### config.mk
export PLATFORM = sky130hd
export DESIGN_NAME = bit_serializer
export DESIGN_NICKNAME = d
export VERILOG_FILES = /design/src/rtl/bit_serializer.sv
export SDC_FILE = /design/constraint.sdc
export NUM_CORES = 1
export LEC_CHECK = 0
export BUFFER_PORTS_ARGS = -buffer_cell sky130_fd_sc_hd__clkbuf_2
export CAP_MARGIN = 10
export CORE_ASPECT_RATIO = 0.8
export CORE_UTILIZATION = 56
export DETAILED_ROUTE_END_ITERATION = 7
export MAX_ROUTING_LAYER = met4
export PLACE_DENSITY = 0.81
export SLEW_MARGIN = 20
export SYNTH_ARGS = -nofsm -noshare
export SYNTH_HDL_FRONTEND = slang
export SYNTH_SLANG_ARGS = --single-unit
### constraint.sdc
create_clock -name clock -period 2.2 [get_ports clock]
set_clock_uncertainty 0.1 [all_clocks]
set_input_delay 0.22 -clock clock [delete_from_list [all_inputs] [get_ports clock]]
set_output_delay 0.22 -clock clock [all_outputs]
set_load 0.01 [all_outputs]
### src/rtl/bit_serializer.sv
// bit_serializer: parallel-to-serial front end for the serial pattern detector.
// Accepts WIDTH-bit words over valid/ready and emits them MSB first, one bit
// per clock, with back-to-back frames at zero gap.
// Optional feature macro: SERIALIZER_PARITY_EN appends one even-parity bit
// after the LSB of every frame.
module bit_serializer #(
   parameter int unsigned WIDTH    = 8,
   parameter logic        IDLE_BIT = 1'b0
) (
   input  logic             clock,
   input  logic             reset_n,
   input  logic [WIDTH-1:0] data_in,
   input  logic             valid_in,
   output logic             ready_out,
   output logic             serial_out,
   output logic             bit_valid,
   output logic             frame_start,
   output logic             busy,
   output logic [7:0]       word_count
);

`ifdef SERIALIZER_PARITY_EN
   localparam int unsigned FRAME = WIDTH + 1;
`else
   localparam int unsigned FRAME = WIDTH;
`endif
   localparam int unsigned CW = $clog2(FRAME + 1);

   typedef enum logic {
      S_IDLE  = 1'b0,
      S_SHIFT = 1'b1
   } state_t;

   state_t           state, nxt_state;
   logic [FRAME-1:0] shreg, nxt_shreg;
   logic [CW-1:0]    cnt, nxt_cnt;
   logic [7:0]       nxt_word_count;
   logic [FRAME-1:0] load_word;
   logic             accept;

   // Frame image loaded on a handshake; the parity bit rides in the LSB slot.
`ifdef SERIALIZER_PARITY_EN
   assign load_word = {data_in, ^data_in};
`else
   assign load_word = data_in;
`endif

   // Handshake uses the registered ready, so no input reaches any output.
   assign accept = valid_in & ready_out;

   // Next-state: shift/count down in SHIFT, finish on the last bit, reload on accept.
   always_comb begin
      nxt_state      = state;
      nxt_shreg      = shreg;
      nxt_cnt        = cnt;
      nxt_word_count = word_count;
      if (state == S_SHIFT) begin
         nxt_shreg = {shreg[FRAME-2:0], 1'b0};
         nxt_cnt   = cnt - CW'(1);
         if (cnt == CW'(1)) begin
            nxt_word_count = word_count + 8'd1;
            nxt_state      = S_IDLE;
         end
      end
      if (accept) begin
         nxt_shreg = load_word;
         nxt_cnt   = CW'(FRAME);
         nxt_state = S_SHIFT;
      end
   end

   // State and registered outputs, decoded from the next-state values.
   always_ff @(posedge clock or negedge reset_n) begin
      if (!reset_n) begin
         state       <= S_IDLE;
         shreg       <= '0;
         cnt         <= '0;
         word_count  <= 8'd0;
         ready_out   <= 1'b1;
         serial_out  <= IDLE_BIT;
         bit_valid   <= 1'b0;
         frame_start <= 1'b0;
         busy        <= 1'b0;
      end else begin
         state       <= nxt_state;
         shreg       <= nxt_shreg;
         cnt         <= nxt_cnt;
         word_count  <= nxt_word_count;
         ready_out   <= (nxt_state == S_IDLE) || (nxt_cnt == CW'(1));
         serial_out  <= (nxt_state == S_SHIFT) ? nxt_shreg[FRAME-1] : IDLE_BIT;
         bit_valid   <= (nxt_state == S_SHIFT);
         busy        <= (nxt_state == S_SHIFT);
         frame_start <= (nxt_state == S_SHIFT) && (nxt_cnt == CW'(FRAME));
      end
   end

endmodule
==> flow_summary.toml <==
[power_and_ir_drop]
sw_frac_of_total = 0.3790
p_clk_frac = 0.121
peakVddDrop_mv = 0.7336
seq_power_share = 0.484
power_switching_mw = 0.5935
leakage_nw = 0.6694
p_int_mw = 0.9727
finalPower_mw = 1.566
power_density_nw_per_um2 = 1182
combPwrFrac = 0.395

[sta]
slew_viol_final = 0
period_needed_ns = 1.691
relSlewSlack = 0.6019
setup_viol = 0
rsz0062_at_grt = "no"
hold_viol = 0
worst_slew_pin_slew_ns = 0.5972
holdWs_ns = 0.01287
finalSetupTns_ns = 0
fmax_ghz = 0.5915
timing.final.crit_share = 0.7685
final.setup.worst_slack_ns = 0.5093

[clock_tree]
postCtsSetupBuffers = 0
clk_latency_ns = 0.31
h-tree-depth = 1
cts_tree = "done"
cts_hold_repair.buffers = 5
root_buffer = "clkbuf_4"
clock-sinks = 24
numCtsBuffers = 3
cts_resized = 0
cts.path.max_buffers = 2
path_clk_slew_ns = 0.12

[layout]
synthToLayoutAreaGrowth_pct = 15.23
seq_area_um2 = 601.8
num-nets-final = 145
multi_input_area_um2 = 483.0
diodes = 0
fillCellCount = 160
drive_gt1_frac = 0.2231
instances_no_fill = 154

[route]
routed_via_density = 5.494
wl_met3_um = 97
wl_met2_um = 1016
antenna_left = 0
vias = 846
routed.top_layer = "met4"
routedWlPerCell_um = 13.29
drt-initial-drc-count = 16
drt_pre_antenna_iters = 4
wl_met1_um = 922
routed_wirelength_um = 2047
drc_errors = 0

[worst_setup_path]
cp-start-kind = "register"
worst_setup_path_end_kind = "register"
crit_path_max_fanout = 8
r2r_cells = 5
arrival_ns = 1.79
worst_ep_required_time_ns = 2.29
r2r-end = "word_count[7]$_DFFE_PN0P_"
worstReg2RegStart = "cnt[1]$_DFF_PN0_"
critPathKind = "reg -> reg"
reg2reg_slack_ns = 0.51

[synth]
synth_nets = 118
yosys_warnings = 0
synthDistinctLibCells = 30
yosys_register_bits = 24
netlist_instances = 104
synth-edff-count = 0
yosys.area.top_type = "dfrtp_1"
synth_ff_type = "dfrtp_1"
synth_common_cells = "dfrtp_1, nand2_1, o21ai_0, xnor2_1, mux2i_1"
synth_area_leaders = "dfrtp_1, xnor2_1, mux2i_1"
seq_area_frac_synth = 0.5234
syn_avg_cell_area_um2 = 11.06
syn_area_um2 = 1150
async_flop_share = 1.000
synth.most_common_cell = "dfrtp_1"
yosysTopAreaCellShare = 0.5005

[die]
dieHeight_um = 42.53
io_pins = 24
core.rowCount = 14
die_area_um2 = 2240
start_util = 0.6022
coreArea_um2 = 1909
die_x_um = 52.66

[placed_design]
place.gp.congestion = 0.9048
dp_slack_ns = 0.5388
port_buffers = 23
dpl.cell_count = 145
dp_hpwl_um = 1519

[worst_hold_path]
hold_path_end = "shreg[4]$_DFFE_PN0P_"
hold_depth = 3
hold_start = "data_in[4]"
min_path_type = "in -> reg"

[status]
status = "complete, no violations"

[grt]
grt_usage = 0.2256
grt_pass1_wl_um = 3525
grt_antenna_before_repair = 0
grt.overflow.total = 0
grt_pass1_vias = 807
grt_max_degree = 25

[flow_run]
maxCapViolCount = 0
[final cells by class]
class	instances	share of cell area
Clock buffer	4	0.01983
Inverter	3	0.008499
Multi-Input combinational cell	70	0.3645
Sequential cell	24	0.4542
Tap cell	24	0.02266
Timing Repair Buffer	29	0.1303
[per-stage QoR]
step	area, µm²	util
2_1_floorplan	1150	-
3_3_place_gp	1249	0.6540
3_5_place_dp	1249	0.6540
4_1_cts	1325	0.6940
5_1_grt	1325	0.6940
6_report	1325	0.6940
[logic make-up after synthesis]
family | after synthesis | synth area share
DFF | 24 | 0.5234
buffers and inverters | 10 | 0.05657
and+or+nand+nor | 33 | 0.1491
xor gates and xnor gates | 11 | 0.08379
AOI/OAI and AO/OA | 15 | 0.08053
adders and majority gates | 3 | 0.03265
muxes | 8 | 0.07399
[registers in the layout (all words and copies together) (netlist names)]
register     flops
shreg            8
word_count       8
cnt              4
frame_start      1
ready_out        1
serial_out       1
state            1
[worst max-delay path by stage]
stage | from | endpoint | slack, ns
after CTS | cnt[1]$_DFF_PN0_ | word_count[7]$_DFFE_PN0P_ | 0.50
after floorplan | cnt[1]$_DFF_PN0_ | word_count[1]$_DFFE_PN0P_ | 0.76
after detailed placement | cnt[1]$_DFF_PN0_ | word_count[7]$_DFFE_PN0P_ | 0.54
final | cnt[1]$_DFF_PN0_ | word_count[7]$_DFFE_PN0P_ | 0.51
after global placement | cnt[1]$_DFF_PN0_ | word_count[1]$_DFFE_PN0P_ | 0.66
after global routing | cnt[1]$_DFF_PN0_ | word_count[4]$_DFFE_PN0P_ | 0.38
[power groups by stage]
stage | Clock (mW) | Sequential, mW | Combinational (mW)
global route | 0.218 | 0.781 | 0.705
CTS | 0.200 | 0.755 | 0.624
global placement | 0 | 0.750 | 0.590
detailed placement | 0 | 0.766 | 0.612
finish | 0.189 | 0.758 | 0.619
floorplan | 0 | 0.731 | 0.507
[layout by cell type (no fill, tap or decap), types with 2 or more instances in the layout]
master / Yosys / routed
dfrtp_1: 23 / 23
clkbuf_2: 0 / 23
nand2_1: 14 / 14
xnor2_1: 9 / 9
o21ai_0: 9 / 9
mux2i_1: 7 / 7
nand4_1: 5 / 5
dlygate4sd3_1: 0 / 5
inv_1: 3 / 3
nor2_1: 3 / 3
ha_1: 3 / 3
clkbuf_4: 0 / 3
xor2_1: 2 / 2
nor3b_1: 2 / 2
nand3_1: 2 / 2
and3_1: 2 / 2
[routing by layer]
| layer | GRT usage | vias up |
|---|---|---|
| li1 | - | 415 |
| met1 | 0.2857 | 401 |
| met2 | 0.3544 | 28 |
| met3 | 0.06522 | 2 |
| met4 | 0.05789 | 0 |
| met5 | - | - |
[worst max-delay path, stage by stage (launching register included)]
cell and delay (ns):
dfrtp_1 0.45, inv_1 0.11, ha_1 0.16, and4bb_1 0.40
nand4_1 0.19, xnor2_1 0.16
(Power assumes the default switching activity.)
